File: config.mk
export PLATFORM = sky130hd
export DESIGN_NAME = draw_rect_char
export DESIGN_NICKNAME = d
export VERILOG_FILES = /design/src/rtl/vga_pkg.sv /design/src/rtl/signal_delay.sv /design/src/rtl/draw_rect_char.sv
export SDC_FILE = /design/constraint.sdc
export NUM_CORES = 1
export LEC_CHECK = 0
export ABC_AREA = 0
export CORE_MARGIN = 2
export CORE_UTILIZATION = 55
export CTS_CLUSTER_DIAMETER = 80
export DETAILED_ROUTE_END_ITERATION = 10
export HOLD_SLACK_MARGIN = 0.08
export PLACE_DENSITY = 0.92
export SLEW_MARGIN = 20
export SYNTH_ARGS = -nofsm -noshare
export SYNTH_HDL_FRONTEND = slang
export SYNTH_HIERARCHICAL = 1
export SYNTH_SLANG_ARGS = --single-unit
File: constraint.sdc
create_clock -name pclk -period 12.9 [get_ports pclk]
set_input_delay 1.935 -clock pclk [delete_from_list [all_inputs] [get_ports pclk]]
set_output_delay 1.935 -clock pclk [all_outputs]
set_load 0.01 [all_outputs]
File: src/rtl/vga_pkg.sv
// Shared constants and the VGA timing bundle used by the text overlay.
// Latency: none (types and constants only).
// Backpressure: none; the pixel stream never stalls.
package vga_pkg;

    localparam int CHAR_W = 8;
    localparam int CHAR_H = 16;

    // Fill colour for the non-glyph pixels of an opaque text box
    localparam logic [11:0] TEXT_BG_RGB = 12'h000;

    typedef struct packed {
        logic [10:0] hcount;
        logic [10:0] vcount;
        logic        hsync;
        logic        hblnk;
        logic        vsync;
        logic        vblnk;
    } timing_t;

    localparam int TIMING_W = $bits(timing_t);

endpackage

File: src/rtl/signal_delay.sv
// Parametric shift register delaying a WIDTH-bit word by CLK_DEL clocks.
// Latency: exactly CLK_DEL clk.
// Backpressure: none; shifts every clock, sync reset clears every stage.
module signal_delay #(
    parameter int WIDTH   = 1,
    parameter int CLK_DEL = 1
) (
    input  logic             clk,
    input  logic             rst,
    input  logic [WIDTH-1:0] din,
    output logic [WIDTH-1:0] dout
);

    logic [WIDTH-1:0] stage [CLK_DEL];

    // Shift chain; reset flushes all stages so stale data never reaches dout
    always_ff @(posedge clk) begin
        if (rst) begin
            for (int i = 0; i < CLK_DEL; i++) begin
                stage[i] <= '0;
            end
        end else begin
            stage[0] <= din;
            for (int i = 1; i < CLK_DEL; i++) begin
                stage[i] <= stage[i-1];
            end
        end
    end

    assign dout = stage[CLK_DEL-1];

endmodule

File: src/rtl/draw_rect_char.sv
// Overlays a fixed-pitch 8x16 text box on the VGA stream; optional opaque background via TEXT_BG_EN.
// Latency: exactly 3 clk from every *_in to its *_out.
// Backpressure: none; one pixel in and one pixel out every clock, no bubbles.
module draw_rect_char
    import vga_pkg::*;
#(
    parameter int          XPOS      = 16,
    parameter int          YPOS      = 8,
    parameter int          TEXT_COLS = 30,
    parameter int          TEXT_ROWS = 1,
    parameter logic [11:0] FG_RGB    = 12'hFFF
) (
    input  logic        pclk,
    input  logic        rst,
    input  logic [10:0] hcount_in,
    input  logic [10:0] vcount_in,
    input  logic        hsync_in,
    input  logic        hblnk_in,
    input  logic        vsync_in,
    input  logic        vblnk_in,
    input  logic [11:0] rgb_in,
    input  logic [6:0]  char_code,
    input  logic [7:0]  char_line_pixels,
    output logic [7:0]  char_xy,
    output logic [3:0]  char_line,
    output logic [10:0] hcount_out,
    output logic [10:0] vcount_out,
    output logic        hsync_out,
    output logic        hblnk_out,
    output logic        vsync_out,
    output logic        vblnk_out,
    output logic [11:0] rgb_out
);

    // Box bounds; right and bottom edges are exclusive
    localparam logic [11:0] X_LO = 12'(XPOS);
    localparam logic [11:0] X_HI = 12'(XPOS + CHAR_W * TEXT_COLS);
    localparam logic [11:0] Y_LO = 12'(YPOS);
    localparam logic [11:0] Y_HI = 12'(YPOS + CHAR_H * TEXT_ROWS);

    // char_code only addresses the external font ROM together with char_line
    logic unused_char_code;
    assign unused_char_code = ^char_code;

    logic [11:0] h12, v12;
    logic [10:0] hrel, vrel;
    logic        in_box_c;

    // Compare in 12 bits before subtracting so an underflowed hrel/vrel never counts as inside
    always_comb begin
        h12      = {1'b0, hcount_in};
        v12      = {1'b0, vcount_in};
        hrel     = hcount_in - 11'(XPOS);
        vrel     = vcount_in - 11'(YPOS);
        in_box_c = (h12 >= X_LO) && (h12 < X_HI) && (v12 >= Y_LO) && (v12 < Y_HI);
    end

    // S1: glyph index and glyph row for char_rom / font ROM; parked at 0 outside the box
    always_ff @(posedge pclk) begin
        if (rst) begin
            char_xy   <= '0;
            char_line <= '0;
        end else if (in_box_c) begin
            char_xy   <= 8'(32'(vrel[10:4]) * TEXT_COLS + 32'(hrel[10:3]));
            char_line <= vrel[3:0];
        end else begin
            char_xy   <= '0;
            char_line <= '0;
        end
    end

    // in_box / bit index: first stage is the S1 register, second lines up with the font ROM output
    logic       in_box_d2;
    logic [2:0] bit_idx_d2;

    signal_delay #(.WIDTH(4), .CLK_DEL(2)) u_box_dly (
        .clk  (pclk),
        .rst  (rst),
        .din  ({in_box_c, hrel[2:0]}),
        .dout ({in_box_d2, bit_idx_d2})
    );

    // Timing bundle and upstream pixel travel the full 3-clk pipeline together
    timing_t     timing_in, timing_d3;
    logic [11:0] rgb_d3;

    assign timing_in = '{hcount: hcount_in, vcount: vcount_in, hsync: hsync_in,
                         hblnk: hblnk_in, vsync: vsync_in, vblnk: vblnk_in};

    signal_delay #(.WIDTH(TIMING_W + 12), .CLK_DEL(3)) u_stream_dly (
        .clk  (pclk),
        .rst  (rst),
        .din  ({timing_in, rgb_in}),
        .dout ({timing_d3, rgb_d3})
    );

    // S3: select the glyph bit (MSB is leftmost pixel) while font data is valid
    logic in_box_d3, pix_d3;

    always_ff @(posedge pclk) begin
        if (rst) begin
            in_box_d3 <= 1'b0;
            pix_d3    <= 1'b0;
        end else begin
            in_box_d3 <= in_box_d2;
            pix_d3    <= char_line_pixels[3'd7 - bit_idx_d2];
        end
    end

    // Output mux: blanking wins, then glyph colour, then box background or pass-through
    always_comb begin
        rgb_out = rgb_d3;
        if (timing_d3.hblnk || timing_d3.vblnk) begin
            rgb_out = 12'h000;
        end else if (in_box_d3 && pix_d3) begin
            rgb_out = FG_RGB;
        end else if (in_box_d3) begin
`ifdef TEXT_BG_EN
            rgb_out = TEXT_BG_RGB;
`else
            rgb_out = rgb_d3;
`endif
        end
    end

    assign hcount_out = timing_d3.hcount;
    assign vcount_out = timing_d3.vcount;
    assign hsync_out  = timing_d3.hsync;
    assign hblnk_out  = timing_d3.hblnk;
    assign vsync_out  = timing_d3.vsync;
    assign vblnk_out  = timing_d3.vblnk;

endmodule

# --- Yosys cells after proc, flatten, opt, wreduce, memory -nomap -nowiden ---
# Memory sizes are Yosys's and may differ from the RTL's.
# Cells that the tools add are included.
# W data, S select, Z words.
totals:
  out_inout_bits: 50
  ramBits: 122
  mem_count: 2
  ff_bits: 14
  elab_cells: 40
  input_bits: 55
memory_table:
  columns: ["name", "words", "word_bits", "read_ports", "rd_ports_with_merged_regs", "write_ports", "line", "text"]
  rows:
  - ["u_stream_dly.stage", 3, 38, 3, 0, 3, "signal_delay.sv:14", "logic [WIDTH-1:0] stage [CLK_DEL];"]
  - ["u_box_dly.stage", 2, 4, 2, 0, 2, "signal_delay.sv:14", null]
classes:
  add_sub_neg: 4
  magnitude_cmp: 5
  mux: 12
  bitwise: 6
  n_mul: 1
  reduce_logical: 6
op_table:
  columns: ["operator", "n"]
  rows:
  - ["$mux W38", 3]
  - ["$mux W12", 2]
  - ["$ge A11 B4 Y1 const B", 1]
  - ["$ge A11 B5 Y1 const B", 1]
  - ["$lt A11 B5 Y1 const B", 1]
  - ["$lt A11 B9 Y1 const B", 1]
  - ["$sub A11 B4 Y11 const B", 1]
  - ["$sub A11 B5 Y11 const B", 1]
  - ["$add A8 B8 Y8", 1]
  - ["$mux W4", 2]
  - ["$mul A7 B4 Y7 const B", 1]
  - ["$or A1 B1 Y1", 5]
  - ["$logic_and A1 B1 Y1", 4]
  - ["$lt A3 B4 Y1 const B", 1]
  - ["$mux W1", 4]
  - ["$bmux W1 S3", 1]
  - ["$sub A3 B3 Y3 const A", 1]
  - ["$reduce_or A2 Y1", 1]
  - ["$logic_or A1 B1 Y1", 1]
  - ["$not A1 Y1", 1]

# --- Logic depth before layout (Yosys ltp) ---
# Gate-level depths: netlist of the first run.
depth:
  word_depth: 6
  depth_mapped: 16
  mapped_depth_nobuf: 16

# --- Hierarchy ---
# The synthesis of the first run kept the hierarchy.
modules_own_cells:
  columns: ["module", "seq_area_each_um2", "area_per_inst_um2", "instances", "cells_per_inst"]
  rows:
  - ["signal_delay at u_stream_dly", 2282.2, 3358.2, 1, 278]
  - ["draw_rect_char", 280.3, 1437.6, 1, 156]
  - ["signal_delay at u_box_dly", 160.2, 240.2, 1, 20]

# --- Least setup slack after synthesis of the first run ---
# Ideal clock, no wire load.
synth_path:
  path_kind: "input-to-reg"
  start: "in vcount_in[4]"
  end: "reg char_xy[7]"
  path_stages: 15
  path_slack_ps: 7226
  required_ps: 12785
  path_buffers: 0
  arrival_time_ps: 5559
  path_cell_list: "nor3_2 > xnor2_1 > inv_1 > fa_1 > fa_1 > inv_1 > fa_1 > inv_1 > ha_1 > o21a_1 > o31a_1 > o21ai_0 > or2b_2 > xnor3_1 > and2_1"
synth_via:
  elab_chain_cells: 5
  word_cells_on_any_way: 9
synth_lines:
  columns: ["item", "line", "text"]
  rows:
  - ["start: declaration", "draw_rect_char.sv:16", "input logic [10:0] vcount_in,"]
  - ["branches (longest 5 deep; another with $sub A11 B4 Y11)", null, null]
  - ["end signal: assignment", "draw_rect_char.sv:64", "char_xy <= 8'(32'(vrel[10:4]) * TEXT_COLS + 32'(hrel[10:3]));"]
  - ["end: declaration", "draw_rect_char.sv:24", "output logic [7:0] char_xy,"]
# Several ways; the timed one is not identified.
# A chain may end at the register's enable or synchronous reset.

# --- Final worst setup path of the first run ---
layout_path:
  start: "in vcount_in[3]"
  end: "reg char_xy[7]"
# Same word-level chain as after synthesis.

==> flow_summary_export.csv, run 1 <==
group,metric,value,unit
cts,ctsLongestPathBuffers,2,
pwr,power.share.clock,44.7,%
floorplan,start_util,57.2,%
pwr,p_leak,2.61,nW
sta,fmax,0.164,GHz
floorplan,die_w,99.7,µm
drt,ant_nets,0,
cts,insertion_delay,0.50,ns
sta,setup_viol,0,
pwr,power.density,174,nW/µm²
finish,num-fill-cells,628,
finish,mostFrequentLayoutCells,"136 x dfxtp_1, 126 x nor2b_1, 96 x clkdlybuf4s50_1, 22 x inv_1, 17 x ha_1",
sta,finalCritPeriodShare,47.3,%
placement,io_buffers,97,
pwr,pwr-share-comb,15.9,%
worst_hold_path,hp-class,"flip-flop to flip-flop",
drt,drc,0,
drt,wl,8.93,mm
synthesis,synth_cells,454,
synthesis,yosys.area_share.simple,19.7,%
synthesis,synth_area,5040,µm²
cts,cts_root_buf,"clkbuf_8",
global_route,grt_max_degree,114,
sta,setup_tns,0,ns
cts,tritoncts,"built",
finish,regArea,2720,µm²
flow_run,drv_cap,0,
placement,dpl_worst_slack,6.27,ns
cts,clkTransAtPathRegs,0.06,ns
pwr,max-vdd-ir-drop,0.000113,V
placement,place_area,5750,µm²
critical_path,path_max_fanout,6,
finish,multi_input_area,1840,µm²
global_route,grt_pass1_wl,14.6,mm
cts,hold_buffers,0,
synthesis,synth_top_family_by_area,"simple AND/OR/NAND/NOR gates",
finish,final_common_cell,"dfxtp_1",
sta,min_period,6.10,ns
floorplan,core,8810,µm²
critical_path,end_kind,"flip-flop",
cts,cts_setup_buffers,0,
synthesis,synth_compound_area_share,3.90,%
cts,cts_resized,0,
global_route,track_usage,19.2,%
synthesis,ys_warn_count,6,
drt,wl_per_cell,14.0,µm
synthesis,synth.avg_cell_area,11.1,µm²
synthesis,synth_fa_ha_area_share,7.40,%
placement,hpwlAfterDp,6.34,mm
floorplan,ios,105,
floorplan,dieArea,9940,µm²
global_route,grt_pass1_vias,3073,
pwr,swShare,23.3,%
global_route,grt-ovfl-total,0,
floorplan,num_rows,34,
floorplan,die_y,99.7,µm
critical_path,critical_path_class,"input port to flip-flop",
synthesis,synth_mux_area_share,1.29,%
finish,final_area,6380,µm²
pwr,switchingPower,0.259,mW
finish,nets,595,
sta,drv_slew,0,
sta,rsz0062_at_grt,"false",
placement,place_congestion,0.787,
cts,clkSinkCount,136,
drt,via_count,2968,
sta,fin_skew,0.00634,ns
synthesis,ys_seq_elements,136,
sta,setup_ws,6.80,ns
cts,cts_made_buffers,17,
critical_path,required,13.29,ns
finish,drive_above_1_share,7.58,%
pwr,p_int,0.853,mW
sta,finalHoldViolCount,0,
finish,n_antenna_cell,0,
critical_path,crit_path_start_kind,"input port",
cts,htreeDepth,4,
drt,firstDrtPassIters,7,
finish,syn_to_final_growth,26.6,%
sta,slew_headroom,32.0,%
synthesis,synth_seq_area_share,54.1,%
critical_path,critPathArrivalTime,6.50,ns
synthesis,synth_nets,534,
pwr,seq_power_share,39.5,%
synthesis,synth_xor_xnor_area_share,4.02,%
drt,drt_iter0_drc,116,
global_route,antenna_found_initial,0,
synthesis,synth.distinct_cells,33,
sta,tightest_slew,1.02,ns
finish,final_util,72.4,%
drt,via_per_inst,4.67,
run_status,status,"completed",
final timing paths:
check | startpoint | to | slack [ns] | depth (start not counted)
hold / removal | u_stream_dly/stage[0][7]$_SDFF_PP0_ | u_stream_dly/stage[0][45]$_SDFF_PP0_ | 0.43 | 1
hold reg to reg | u_stream_dly/stage[0][7]$_SDFF_PP0_ | u_stream_dly/stage[0][45]$_SDFF_PP0_ | 0.43 | 1
setup / recovery | vcount_in[3] | char_xy[7]$_SDFF_PP0_ | 6.80 | 17
setup reg to reg | u_box_dly/stage[0][4]$_SDFF_PP0_ | pix_d3$_SDFF_PP0_ | 11.67 | 3
flip-flops by register name (all words and copies together) (netlist names):
signal,flops
u_stream_dly/stage,114
pix_d3,1
char_xy,8
char_line,4
u_box_dly/stage,8
in_box_d3,1
critical path: stages:
cell             delay [ns]
clkdlybuf4s50_1        0.61
inv_1                  0.08
ha_1                   0.25
nand2_1                0.16
xor2_1                 0.38
fa_1                   0.51
fa_1                   0.55
inv_1                  0.05
ha_1                   0.32
xnor2_1                0.15
ha_1                   0.32
o21a_1                 0.12
o31a_1                 0.11
o21ai_0                0.13
or2b_2                 0.31
xnor3_1                0.34
and2_1                 0.15
logic make-up after synthesis:
logic type / after synthesis
AO/OA/AOI/OAI: 28
flip-flops: 136
adder cells (fa/ha/maj): 25
multiplexers: 4
XOR/XNOR: 20
buffers and inverters: 78
AND/OR/NAND/NOR: 163
power by group through the flow:
| stage | sequential (mW) | clock [mW] | combinational (mW) |
|---|---|---|---|
| 2_1_floorplan | 0.447 | 0 | 0.132 |
| 6_report | 0.439 | 0.497 | 0.176 |
| 5_1_grt | 0.441 | 0.527 | 0.196 |
| 4_1_cts | 0.440 | 0.505 | 0.178 |
| 3_3_place_gp | 0.448 | 0 | 0.167 |
| 3_5_place_dp | 0.448 | 0 | 0.177 |
cells in the mapped netlist:
cell        n  area, µm²
o31a_1      1       8.76
xnor2_1    13        114
or2b_2      1       8.76
o21a_1     13       97.6
clkbuf_1    2       7.51
a21o_1      3       22.5
inv_1      22       82.6
and2_1      7       43.8
nor3_2      1       10.0
nor2b_1   126        788
nor3_1      5       25.0
a21oi_2     1       8.76
fa_1        8        160
nand2b_1    1       6.26
nand3_1     2       10.0
xor2_1      5       43.8
o21ai_0     2       10.0
o41ai_1     1       8.76
nor3b_1     1       7.51
xnor3_1     2       45.0
mux4_2      2       45.0
ha_1       17        213
mux2i_1     2       20.0
buf_4      49        368
dfxtp_1   136       2720
nor4_1      3       18.8
a21oi_1     5       25.0
buf_2       5       25.0
nor2_1     11       41.3
a211oi_1    1       7.51
o21bai_1    1       7.51
nor3b_4     1       18.8
nand2_1     4       15.0
layout make-up:
cell class,instances,area share [%]
clock buffers,19,6.77
clock inverters,13,3.02
inverters,22,1.29
multi-input cells,240,28.8
flip-flops and latches,136,42.7
well taps,108,2.12
repair buffers,98,15.3
stage by stage:
step                hold slack, ns  power, mW  std cells
floorplan                    0.414      0.579        454
global placement             0.416      0.614        604
detailed placement           0.422      0.625        604
CTS                          0.433       1.12        636
global route                 0.449       1.16        636
finish                       0.432       1.11        636
routing by layer:
layer | vias up | global-route usage (%) | wire [µm]
li1 | 1502 | - | -
met1 | 1375 | 22.0 | 3800
met2 | 84 | 33.9 | 4650
met3 | 7 | 6.11 | 409
met4 | 0 | 6.11 | 73
met5 | - | 0 | 0
(Power assumes the default switching activity.)
==> run 2: changes to the inputs <==
--- a/config.mk
+++ b/config.mk
@@ -7,11 +7,11 @@
 export LEC_CHECK = 0
 export ABC_AREA = 0
 export CORE_MARGIN = 2
-export CORE_UTILIZATION = 55
+export CORE_UTILIZATION = 51
 export CTS_CLUSTER_DIAMETER = 80
 export DETAILED_ROUTE_END_ITERATION = 10
 export HOLD_SLACK_MARGIN = 0.08
-export PLACE_DENSITY = 0.92
+export PLACE_DENSITY = 0.87
 export SLEW_MARGIN = 20
 export SYNTH_ARGS = -nofsm -noshare
 export SYNTH_HDL_FRONTEND = slang
==> constraint.sdc (replaced) <==
create_clock -name pclk -period 6 [get_ports pclk]
set_input_delay 0.9 -clock pclk [delete_from_list [all_inputs] [get_ports pclk]]
set_output_delay 0.9 -clock pclk [all_outputs]
set_load 0.01 [all_outputs]
==> run 2 against run 1 <==
Total power rose by 110%. Sequential share of layout area increased by 0.24 points. Largest cell class unchanged. Global-route usage decreased by 2.5 points. Critical endpoint unchanged.
==> flow_summary_export.csv, run 2 (synthesis gave the netlist of run 1 again) <==
group,metric,value,unit
floorplan,num_rows,36,
finish,syn_to_final_growth,25.9,%
cts,clkSinkCount,136,
drt,via_count,2944,
cts,htreeDepth,4,
placement,dp_cells,629,
critical_path,critPathArrivalTime,5.45,ns
finish,regMostFlops,"u_stream_dly/stage",
critical_path,crit_start,"vcount_in[3]",
placement,place_congestion,0.810,
finish,largest_reg_flops,114,
global_route,grt_max_degree,100,
run_status,status,"completed",
pwr,p_leak,2.58,nW
sta,slew_headroom,30.7,%
critical_path,required,6.40,ns
finish,instances_no_fill,661,
global_route,grt-ovfl-total,0,
sta,hold_ws,0.434,ns
critical_path,end_kind,"flip-flop",
floorplan,ios,105,
floorplan,dieArea,10700,µm²
critical_path,r2r_slack,4.74,ns
sta,finalCritPeriodShare,84.2,%
pwr,max-vdd-ir-drop,0.000204,V
drt,wl_per_cell,13.0,µm
pwr,finalPower,2.29,mW
floorplan,die_y,103,µm
pwr,power.density,361,nW/µm²
global_route,grt_pass1_vias,2821,
pwr,power.share.clock,42.2,%
sta,setup_ws,0.949,ns
finish,mostFrequentLayoutCells,"136 x dfxtp_1, 126 x nor2b_1, 96 x clkdlybuf4s50_1, 22 x inv_1, 17 x ha_1",
sta,fin_skew,0.00731,ns
pwr,p_int,1.68,mW
flow_run,drv_cap,0,
critical_path,r2r-end,"pix_d3$_SDFF_PP0_",
finish,drive_above_1_share,7.58,%
placement,hpwlAfterDp,5.88,mm
finish,n_antenna_cell,0,
placement,io_buffers,97,
pwr,swShare,26.8,%
cts,tritoncts,"built",
drt,ant_nets,0,
sta,setup_viol,0,
finish,final_common_cell,"dfxtp_1",
cts,hold_buffers,0,
finish,reg_top3,"u_stream_dly/stage (114), char_xy (8), u_box_dly/stage (8)",
cts,clkTransAtPathRegs,0.07,ns
drt,drc,0,
sta,rsz0062_at_grt,"false",
drt,firstDrtPassIters,4,
critical_path,r2r_cells,3,
cts,ctsLongestPathBuffers,2,
cts,cts_setup_buffers,0,
sta,min_period,5.05,ns
finish,nets,595,
critical_path,critical_path_class,"input port to flip-flop",
cts,cts_made_buffers,17,
pwr,seq_power_share,41.2,%
worst_hold_path,hp-class,"flip-flop to flip-flop",
finish,final_area,6340,µm²
cts,cts_root_buf,"clkbuf_8",
finish,num-fill-cells,732,
pwr,pwr-share-comb,16.6,%
global_route,grt_pass1_wl,13.3,mm
floorplan,start_util,52.0,%
global_route,track_usage,16.7,%
drt,drt_iter0_drc,83,
sta,setup_tns,0,ns
drt,via_per_inst,4.45,
pwr,switchingPower,0.613,mW
finish,final_util,65.5,%
placement,place_area,5780,µm²
floorplan,core,9680,µm²
drt,wl,8.61,mm
cts,cts_resized,0,
critical_path,rr_startpoint,"u_box_dly/stage[0][4]$_SDFF_PP0_",
sta,fmax,0.198,GHz
critical_path,path_max_fanout,6,
cts,insertion_delay,0.50,ns
global_route,antenna_found_initial,0,
critical_path,endpoint,"char_xy[7]$_SDFF_PP0_",
sta,finalHoldViolCount,0,
sta,drv_slew,0,
placement,dpl_worst_slack,0.468,ns
critical_path,crit_path_start_kind,"input port",
floorplan,die_w,103,µm
sta,tightest_slew,1.03,ns
-- run 2: cell type report --
type | instances | area, µm² | area share, %
inverter | 22 | 82.6 | 1.30
timing repair buffer | 98 | 976 | 15.4
clock inverter | 15 | 150 | 2.37
sequential | 136 | 2720 | 42.9
clock buffer | 17 | 414 | 6.53
tap | 133 | 166 | 2.62
multi-input combinational | 240 | 1830 | 28.9
-- run 2: worst min-delay path by stage --
stage | startpoint | end | slack, ns | cells after the start
2_1_floorplan | u_box_dly/stage[0][0]$_SDFF_PP0_ | u_box_dly/stage[0][4]$_SDFF_PP0_ | 0.41 | 1
6_report | u_box_dly/stage[0][7]$_SDFF_PP0_ | in_box_d3$_SDFF_PP0_ | 0.43 | 1
3_3_place_gp | u_stream_dly/stage[0][28]$_SDFF_PP0_ | u_stream_dly/stage[0][66]$_SDFF_PP0_ | 0.42 | 1
5_1_grt | u_stream_dly/stage[0][50]$_SDFF_PP0_ | u_stream_dly/stage[0][88]$_SDFF_PP0_ | 0.45 | 1
4_1_cts | u_stream_dly/stage[0][52]$_SDFF_PP0_ | u_stream_dly/stage[0][90]$_SDFF_PP0_ | 0.44 | 1
3_5_place_dp | u_stream_dly/stage[0][6]$_SDFF_PP0_ | u_stream_dly/stage[0][44]$_SDFF_PP0_ | 0.42 | 1
-- run 2: critical path: stages --
cell	delay, ns
clkdlybuf4s50_1	0.60
inv_1	0.08
ha_1	0.24
nand2_1	0.14
xor2_1	0.38
fa_1	0.50
fa_1	0.56
inv_1	0.05
ha_1	0.33
xnor2_1	0.15
ha_1	0.33
o21a_1	0.12
o31a_1	0.11
o21ai_0	0.15
or2b_2	0.32
xnor3_1	0.34
and2_1	0.15
-- run 2: per-layer routing --
| layer | track usage, % | share of wire (%) | vias up |
|---|---|---|---|
| li1 | - | - | 1502 |
| met1 | 19.4 | 43 | 1356 |
| met2 | 28.6 | 51 | 78 |
| met3 | 4.37 | 5.1 | 8 |
| met4 | 7.69 | 1.3 | 0 |
| met5 | 0 | 0 | - |
-- run 2: power groups by stage --
stage | Combinational (mW) | Clock (mW) | Sequential, mW
2_1_floorplan | 0.285 | 0 | 0.960
3_3_place_gp | 0.361 | 0 | 0.962
3_5_place_dp | 0.374 | 0 | 0.963
4_1_cts | 0.379 | 0.986 | 0.943
5_1_grt | 0.422 | 1.03 | 0.946
6_report | 0.380 | 0.966 | 0.943
==> run 3: changes to the inputs <==
==> constraint.sdc (replaced) <==
create_clock -name pclk -period 5.2 [get_ports pclk]
set_input_delay 0.78 -clock pclk [delete_from_list [all_inputs] [get_ports pclk]]
set_output_delay 0.78 -clock pclk [all_outputs]
set_load 0.01 [all_outputs]
==> run 3 against run 2 <==
Clock-buffer cell count increased by 1. Via count increased by 1.1%. Clock power increased by 17%. Critical path type unchanged. Critical endpoint unchanged. Largest cell class unchanged. Highest routed layer unchanged.
==> flow_summary_export.csv, run 3 (synthesis gave the netlist of run 1 again) <==
group,metric,value,unit
run_status,status,"completed",
drt,wl_per_cell,12.7,µm
finish,nets,604,
critical_path,crit_path_start_kind,"input port",
worst_hold_path,hp-class,"flip-flop to flip-flop",
finish,syn_to_final_growth,27.3,%
floorplan,start_util,52.0,%
drt,drc,0,
sta,min_period,4.74,ns
critical_path,crit_start,"vcount_in[4]",
critical_path,path_max_fanout,3,
drt,via_count,2975,
floorplan,num_rows,36,
cts,cts_resized,0,
sta,finalHoldViolCount,0,
critical_path,rr_startpoint,"u_box_dly/stage[0][4]$_SDFF_PP0_",
finish,reg_top3,"u_stream_dly/stage (114), char_xy (8), u_box_dly/stage (8)",
cts,tritoncts,"built",
placement,dp_cells,638,
cts,cts_setup_buffers,0,
drt,highest-signal-layer,"met4",
drt,ant_nets,0,
pwr,p_leak,2.62,nW
flow_run,drv_cap,0,
drt,drt_iter0_drc,64,
sta,finalCritPeriodShare,91.2,%
finish,largest_reg_flops,114,
sta,slew_headroom,40.1,%
global_route,track_usage,16.9,%
pwr,finalPower,2.68,mW
pwr,power.density,419,nW/µm²
floorplan,die_w,103,µm
cts,ctsLongestPathBuffers,2,
drt,firstDrtPassIters,4,
drt,wl_met3,338,µm
floorplan,core,9680,µm²
critical_path,end_kind,"flip-flop",
sta,drv_slew,0,
finish,final_area,6410,µm²
drt,wl_met2,4.34,mm
cts,hold_buffers,0,
pwr,max-vdd-ir-drop,0.000247,V
global_route,antenna_found_initial,0,
global_route,grt-ovfl-total,0,
pwr,swShare,24.4,%
placement,place_area,5850,µm²
placement,io_buffers,97,
pwr,pwr-share-comb,17.5,%
critical_path,critPathArrivalTime,5.14,ns
placement,hpwlAfterDp,6.04,mm
drt,wl,8.53,mm
critical_path,required,5.60,ns
floorplan,ios,105,
pwr,switchingPower,0.655,mW
finish,mostFrequentLayoutCells,"136 x dfxtp_1, 126 x nor2b_1, 96 x clkdlybuf4s50_1, 22 x inv_1, 17 x ha_1",
floorplan,die_y,103,µm
floorplan,dieArea,10700,µm²
finish,n_antenna_cell,0,
sta,rsz0062_at_grt,"false",
cts,clkSinkCount,136,
critical_path,critical_path_class,"input port to flip-flop",
cts,insertion_delay,0.50,ns
pwr,seq_power_share,40.5,%
sta,setup_viol,0,
sta,tightest_slew,0.891,ns
placement,place_congestion,0.818,
sta,fin_skew,0.00954,ns
pwr,power.share.clock,41.9,%
cts,cts_root_buf,"clkbuf_8",
finish,instances_no_fill,670,
global_route,grt_pass1_wl,13.6,mm
sta,fmax,0.211,GHz
sta,setup_tns,0,ns
finish,final_common_cell,"dfxtp_1",
finish,regMostFlops,"u_stream_dly/stage",
global_route,grt_max_degree,73,
cts,clkTransAtPathRegs,0.06,ns
drt,via_per_inst,4.44,
cts,cts_made_buffers,17,
drt,drt-met1-wl,3.70,mm
global_route,grt_pass1_vias,2983,
pwr,p_int,2.03,mW
finish,drive_above_1_share,8.94,%
worst_hold_path,min-delay-start,"u_stream_dly/stage[0][21]$_SDFF_PP0_",
cts,htreeDepth,4,
==> run 3: changes by cell type in the layout (fill, tap and decap cells not counted) <==
cell / before / now
buf_4: 2 / 11
inv_8: 5 / 0
clkinv_2: 0 / 4
clkinv_4: 4 / 1
bufinv_16: 0 / 2
clkinvlp_4: 1 / 3
clkbuf_1: 0 / 1
clkinv_8: 1 / 0
==> run 3: area by class of cell <==
type | count | area, µm²
Sequential cell | 136 | 2720
Clock inverter | 14 | 146
Multi-Input combinational cell | 240 | 1830
Tap cell | 133 | 166
Clock buffer | 18 | 418
Timing Repair Buffer | 107 | 1040
Fill cell | 739 | 3270
Inverter | 22 | 82.6
==> run 3: path summary, 6_finish.rpt <==
check / slack, ns / depth (start not counted) / endpoint
worst max-delay path: 0.46 / 16 / char_xy[7]$_SDFF_PP0_
worst min-delay path: 0.43 / 1 / u_stream_dly/stage[0][59]$_SDFF_PP0_
worst max register to register: 3.91 / 3 / pix_d3$_SDFF_PP0_
worst min register to register: 0.43 / 1 / u_stream_dly/stage[0][59]$_SDFF_PP0_
==> run 3: stage by stage <==
| stage | setup WS, ns | util (%) | hold WS [ns] |
|---|---|---|---|
| global placement | 0.0517 | 60.4 | 0.416 |
| CTS | 0.480 | 66.2 | 0.435 |
| finish | 0.457 | 66.2 | 0.426 |
| detailed placement | -0.0316 | 60.4 | 0.420 |
| floorplan | 0.681 | - | 0.414 |
| global route | 0.243 | 66.2 | 0.448 |
==> run 3: power by group through the flow <==
stage | registers, mW | logic [mW] | clock network [mW]
floorplan | 1.11 | 0.328 | 0
global placement | 1.11 | 0.449 | 0
detailed placement | 1.11 | 0.469 | 0
CTS | 1.09 | 0.474 | 1.15
global route | 1.09 | 0.532 | 1.19
finish | 1.09 | 0.470 | 1.13
==> run 3: worst max-delay path: stages <==
cell and delay (ns):
clkdlybuf4s50_1 0.52, inv_1 0.08, ha_1 0.22, xor2_1 0.29, fa_1 0.51, fa_1 0.53, inv_1 0.06, fa_1 0.51
inv_1 0.05, ha_1 0.31, o21a_1 0.20, o31a_1 0.12, o21ai_0 0.14, or2b_2 0.32, xnor3_1 0.34, and2_1 0.15
==> run 3: routing by layer <==
metal	vias to the layer above	global-route usage (%)
li1	1515	-
met1	1374	19.6
met2	73	29.3
met3	13	4.44
met4	0	7.89
met5	-	0
